===== src/rtl/skolem_sweep_pkg.sv =====
// Shared types and constants for the Skolem netlist sweep harness.
package skolem_sweep_pkg;

  typedef enum logic [1:0] {
    IDLE  = 2'd0,
    APPLY = 2'd1,
    CHECK = 2'd2,
    DONE  = 2'd3
  } sweep_state_t;

  localparam int unsigned DEFAULT_SETTLE = 1;

  // Cycles from the cycle carrying start to the cycle where done is first high,
  // for a full sweep without early stop.
  function automatic int unsigned sweep_cycles(input int unsigned n_in,
                                               input int unsigned settle);
    return ((32'd1 << n_in) * (settle + 32'd1)) + 32'd1;
  endfunction

endpackage : skolem_sweep_pkg


===== src/rtl/sweep_settle_timer.sv =====
// Loadable settle down-counter.
// Ports: clk, rst (sync, active-high), load (preset for a new hold window),
//        en (count this cycle), expire_c (combinational: last cycle of the window).
module sweep_settle_timer
  import skolem_sweep_pkg::*;
#(
  parameter int unsigned SETTLE = DEFAULT_SETTLE
) (
  input  logic clk,
  input  logic rst,
  input  logic load,
  input  logic en,
  output logic expire_c
);

  localparam int unsigned   CW       = (SETTLE > 1) ? $clog2(SETTLE) : 1;
  localparam logic [CW-1:0] LOAD_VAL = CW'(SETTLE - 1);

  logic [CW-1:0] cnt;

  // Preset to SETTLE-1 so the window covers exactly SETTLE enabled cycles.
  always_ff @(posedge clk) begin
    if (rst) begin
      cnt <= '0;
    end else if (load) begin
      cnt <= LOAD_VAL;
    end else if (en && (cnt != '0)) begin
      cnt <= cnt - CW'(1);
    end
  end

  assign expire_c = en && (cnt == '0);

endmodule : sweep_settle_timer


===== src/rtl/skolem_sweep_ctrl.sv =====
// Exhaustive-check sequencer for a combinational Skolem-function netlist.
// Walks sk_in through every assignment, holds each SETTLE cycles, samples the
// checker verdict in CHECK, counts violations and keeps the first counterexample.
// Ports: clk/rst (sync active-high); start/abort/stop_on_fail control;
//        sk_in -> netlist, sk_out/spec_ok <- netlist+checker;
//        busy/done/pass/fail_cnt/cex_valid/cex_in/cex_out status (all registered).
module skolem_sweep_ctrl
  import skolem_sweep_pkg::*;
#(
  parameter int unsigned N_IN   = 3,
  parameter int unsigned N_OUT  = 2,
  parameter int unsigned SETTLE = DEFAULT_SETTLE
) (
  input  logic             clk,
  input  logic             rst,
  input  logic             start,
  input  logic             abort,
  input  logic             stop_on_fail,
  output logic [N_IN-1:0]  sk_in,
  input  logic [N_OUT-1:0] sk_out,
  input  logic             spec_ok,
  output logic             busy,
  output logic             done,
  output logic             pass,
  output logic [N_IN:0]    fail_cnt,
  output logic             cex_valid,
  output logic [N_IN-1:0]  cex_in,
  output logic [N_OUT-1:0] cex_out
);

  localparam logic [N_IN:0]   FAIL_MAX = {1'b1, {N_IN{1'b0}}};
  localparam logic [N_IN-1:0] LAST_VEC = {N_IN{1'b1}};

  sweep_state_t      state, state_d;
  logic [N_IN-1:0]   sk_in_d, cex_in_d;
  logic [N_OUT-1:0]  cex_out_d;
  logic [N_IN:0]     fail_cnt_d, fail_upd;
  logic              busy_d, done_d, pass_d, cex_valid_d;
  logic              stop_lat, stop_lat_d;
  logic              tmr_load, tmr_en, tmr_expire_c;

  sweep_settle_timer #(.SETTLE(SETTLE)) u_settle (
    .clk      (clk),
    .rst      (rst),
    .load     (tmr_load),
    .en       (tmr_en),
    .expire_c (tmr_expire_c)
  );

  // State and result registers.
  always_ff @(posedge clk) begin
    if (rst) begin
      state     <= IDLE;
      sk_in     <= '0;
      busy      <= 1'b0;
      done      <= 1'b0;
      pass      <= 1'b0;
      fail_cnt  <= '0;
      cex_valid <= 1'b0;
      cex_in    <= '0;
      cex_out   <= '0;
      stop_lat  <= 1'b0;
    end else begin
      state     <= state_d;
      sk_in     <= sk_in_d;
      busy      <= busy_d;
      done      <= done_d;
      pass      <= pass_d;
      fail_cnt  <= fail_cnt_d;
      cex_valid <= cex_valid_d;
      cex_in    <= cex_in_d;
      cex_out   <= cex_out_d;
      stop_lat  <= stop_lat_d;
    end
  end

  // Next-state and next-output logic. spec_ok/sk_out are only read in CHECK.
  always_comb begin
    state_d     = state;
    sk_in_d     = sk_in;
    busy_d      = busy;
    done_d      = done;
    pass_d      = pass;
    fail_cnt_d  = fail_cnt;
    cex_valid_d = cex_valid;
    cex_in_d    = cex_in;
    cex_out_d   = cex_out;
    stop_lat_d  = stop_lat;
    fail_upd    = fail_cnt;
    tmr_load    = 1'b0;
    tmr_en      = 1'b0;

    if (abort) begin
      // Results are kept for debug; only the handshake flags drop.
      state_d = IDLE;
      busy_d  = 1'b0;
      done_d  = 1'b0;
      pass_d  = 1'b0;
    end else begin
      case (state)
        IDLE, DONE: begin
          if (start) begin
            state_d     = APPLY;
            sk_in_d     = '0;
            busy_d      = 1'b1;
            done_d      = 1'b0;
            pass_d      = 1'b0;
            fail_cnt_d  = '0;
            cex_valid_d = 1'b0;
            cex_in_d    = '0;
            cex_out_d   = '0;
            stop_lat_d  = stop_on_fail;
            tmr_load    = 1'b1;
          end
        end
        APPLY: begin
          tmr_en = 1'b1;
          if (tmr_expire_c) begin
            state_d = CHECK;
          end
        end
        CHECK: begin
          if (!spec_ok) begin
            if (fail_cnt != FAIL_MAX) begin
              fail_upd = fail_cnt + (N_IN + 1)'(1);
            end
            if (!cex_valid) begin
              cex_valid_d = 1'b1;
              cex_in_d    = sk_in;
              cex_out_d   = sk_out;
            end
          end
          fail_cnt_d = fail_upd;
          if ((!spec_ok && stop_lat) || (sk_in == LAST_VEC)) begin
            state_d = DONE;
            busy_d  = 1'b0;
            done_d  = 1'b1;
            pass_d  = (fail_upd == '0);
          end else begin
            state_d  = APPLY;
            sk_in_d  = sk_in + N_IN'(1);
            tmr_load = 1'b1;
          end
        end
        default: begin
          state_d = IDLE;
        end
      endcase
    end
  end

endmodule : skolem_sweep_ctrl

===== config.mk =====
export PLATFORM = sky130hd
export DESIGN_NAME = skolem_sweep_ctrl
export DESIGN_NICKNAME = d
export VERILOG_FILES = /design/src/rtl/skolem_sweep_pkg.sv /design/src/rtl/sweep_settle_timer.sv /design/src/rtl/skolem_sweep_ctrl.sv
export SDC_FILE = /design/constraint.sdc
export NUM_CORES = 1
export LEC_CHECK = 0
export ABC_AREA = 1
export CAP_MARGIN = 25
export CORE_MARGIN = 2
export CORE_UTILIZATION = 40
export DETAILED_ROUTE_END_ITERATION = 12
export HOLD_SLACK_MARGIN = 0.03
export MAX_ROUTING_LAYER = met4
export PLACE_DENSITY = 0.69
export SLEW_MARGIN = 20
export SYNTH_ARGS = -nofsm -noshare
export SYNTH_HDL_FRONTEND = slang
export SYNTH_SLANG_ARGS = --single-unit

===== constraint.sdc =====
create_clock -name clk -period 1.47 [get_ports clk]
set_input_delay 0.294 -clock clk [delete_from_list [all_inputs] [get_ports clk]]
set_output_delay 0.294 -clock clk [all_outputs]
set_load 0.05 [all_outputs]

==> impl_results.md <==
- Max clock buf depth: 2
- Non-filler cells in the finished layout: 225
- Slowest CP cell: dfxtp_2
- Worst R2R Start: state[1]
- Vias in the first global route: 1078
- Final Max Slew Viols: 0
- Fin crit share: 0.9967
- Pwr Density: between 600 and 700 nW/um^2
- Root Buffer: clkbuf_4
- Aggregate global routing overflow: 0
- Max_cap viols: 0
- Dpl cells: 214
- Pleak: 0.7293 nW
- Distinct cells, synth: 21
- Area leader, netlist: dfxtp_1
- Number of cell rows: 18
- Xor and xnor area share after synthesis: 0
- Startpoint Class: flop
- R2R Path End: cex_in[1]
- Place WS: -188.3 ps
- Nets: ~210
- Largest net degree at the start of global routing: 14
- Yosys warns: 0
- Compound-Gate Fraction of Synth Area: 0.1310
- Min-Delay Path Depth: 2
- DP HPWL: 1908 microns
- Outcome: complete, no violations
- Sequential fraction of the synthesis area: 0.3810
- GPL Wtd Cong: between 0.7 and 0.8
- Total wire length: about 2800 microns
- Crit path capture type: flop
- Vias: 1115
- Post-Syn Area: 1051 sq um
- Fin crit period: approximately 1500 ps
- Starting DRT DRC Count: 28
- Multiplexer area fraction after synthesis: 0
- Length of the first detailed-routing pass in iterations: 4
- Boundary pin count: 24
- Least-Margin Pin Slew: 358.0 ps
- Ranking of synthesized cells by area: dfxtp_1, nand2_1, a21oi_1
- Area Overhead vs Synth: 67.02%
- Rel. slew slack: 0.7595
- WL/cell: about 12 microns
- Initial core utilization: 0.4242
- Via density per instance: 4.956
- Req. time, crit path: 1690 ps
- Clock Pin Slew Worst Setup and Hold Paths: between 100 and 150 ps
- Initial antenna violation count: 0
- Clk sink count: 20
- TritonCTS clock tree: yes
- Worst path max stage delay: 350 ps
- Kind of critical path: flop to flop
- Syn Area/Cell: 7.054 sq um
- H-tree Lvls: 1
- RSZ-0062 raised after global routing: true
- Syn_nets: 164
- Worst EP arrival: about 1700 ps
- Critical-path cell list: buf_6 > ha_4 > nand2_4 > nand2_4 > buf_6 > a21oi_4 > o21ai_4 > nand2_1 > a21oi_2
- Top-area cell type share of the netlist area: 0.3810
- Final non-filler cell area: 1755 sq um
- Post-DRT Antenna Nets: 0
- CP Max Fanout: 5
- Global-route usage over all layers: 0.1862
- Fin util: 0.7086
- First-pass GRT wire length: 4498 microns
- Share of cells above drive strength 1: 0.3385
- Mapped Cells: 149
- DRC: 0
- Final worst slack: 4.906 ps
- Min-delay src: done
- Die height: 55.26 microns
- Die area: between 3000 and 4000 sq um
- Setup Viol. Count Final: 0
- TritonCTS Buffers: 3
- Dpl cell area: about 1600 sq um
- Hold EP: done
- Die Wd: between 50 and 60 microns
- Setup TNS: 0 ps
- Clock Skew: around 4.8 ps
- Yosys reg bits: 20
- ANT cells: 0
- R2R Setup Slk: ~5 ps
- Final hold violation count: 0
- R2R depth: 9
- Max Fclk: approximately 680 MHz
- Port Buf Inserts: 23
- WHS: 507.7 ps
- Worst IR Drop VDD: 651.7 uV
- Pwr Total: 1.091 mW
- Post-synthesis simple-gate area fraction: 0.3298
- Main combinational cell family by area after synthesis: simple AND/OR/NAND/NOR gates
- Synthesized-area fraction occupied by adder cells: 0.08333
- Min-Delay Path Class: flop to flop
- Skew-Pair Late Insertion Delay: 310 ps
- CORE AREA: between 2000 and 2500 sq um
-- report_power, final --
part           total [mW]  internal, mW  leakage [nW]  switching [mW]
registers           0.558         0.549         0.165         0.00884
clock network       0.340         0.151        0.0210           0.189
logic               0.193        0.0916         0.544           0.102
-- routing by layer --
| layer | track usage | vias to the layer above | wire [microns] |
|---|---|---|---|
| met3 | 0.02108 | 6 | 95 |
| met5 | - | - | 0 |
| met2 | 0.3350 | 29 | 1511 |
| li1 | - | 572 | - |
| met1 | 0.2088 | 508 | 1134 |
| met4 | 0.07317 | 0 | 46 |
-- layout make-up --
type	count	area, sq um
Clock buffer	4	36.28
Fill cell	198	721.9
Inverter	20	77.57
Multi-Input combinational cell	108	644.4
Sequential cell	20	407.9
Tap cell	30	37.54
Timing Repair Buffer	43	551.8
-- cells in the mapped netlist, drive strengths merged --
cell type / count
nor2: 8
o21ai: 6
dfxtp: 20
o211ai: 1
a31oi: 1
nor3b: 1
nand3: 8
nand2: 51
nor4: 2
nand3b: 1
a21oi: 18
inv: 20
clkbuf: 1
ha: 7
nand4: 2
nor3: 2
-- what timing repair did --
item                                    in CTS  in global routing
pin swaps                                    8                  5
endpoints found under the setup margin      15                 13
buffers inserted                             7                  0
endpoints found under the hold margin        0                  0
gates resized for setup                      9                 15
hold buffers                                 0                  0
-- worst max path at each step --
| stage | startpoint | endpoint | depth (start not counted) |
|---|---|---|---|
| after CTS | state[1] | cex_out[0] | 7 |
| after global placement | abort | cex_in[1] | 7 |
| final | state[1] | cex_in[1] | 9 |
| after floorplan | sk_in[2] | busy | 7 |
| after global routing | state[1] | cex_in[1] | 9 |
| after detailed placement | abort | cex_out[0] | 7 |
-- worst max-delay path: cells and delay by family (launching register included) --
family / cells / cell delay, ps
DFF: 1 / 350
AOI/OAI and AO/OA: 3 / 290
and+or+nand+nor: 3 / 240
buffers and inverters: 2 / 240
adders and majority gates: 1 / 240
-- kinds of logic (layout without fill, tap and decap cells) --
family          count (synthesis)  in the layout
fa+ha+maj                       7              7
flops                          20             20
compound gates                 26             26
simple gates                   75             75
buf+inv                        21             67
-- sequential cells by signal (all words and copies together) (netlist names) --
| name | cells |
|---|---|
| fail_cnt | 4 |
| cex_in | 3 |
| sk_in | 3 |
| cex_out | 2 |
| state | 2 |
| busy | 1 |
| cex_valid | 1 |
| done | 1 |
| pass | 1 |
| stop_lat | 1 |
| u_settle.cnt | 1 |
-- layout by cell type, fill, tap and decap left out, types with 2 or more instances in the layout --
cell type,count
ha_1,5
nand4_1,2
nor2_1,7
o21ai_0,3
buf_4,17
a21oi_1,16
inv_1,16
nand2_1,46
clkbuf_4,3
buf_12,16
inv_2,3
nand2_4,2
nand3_1,7
clkdlybuf4s50_1,7
nand2_2,3
dfxtp_2,6
buf_6,3
dfxtp_1,14
Note: power is estimated with default switching activity, not from simulation.
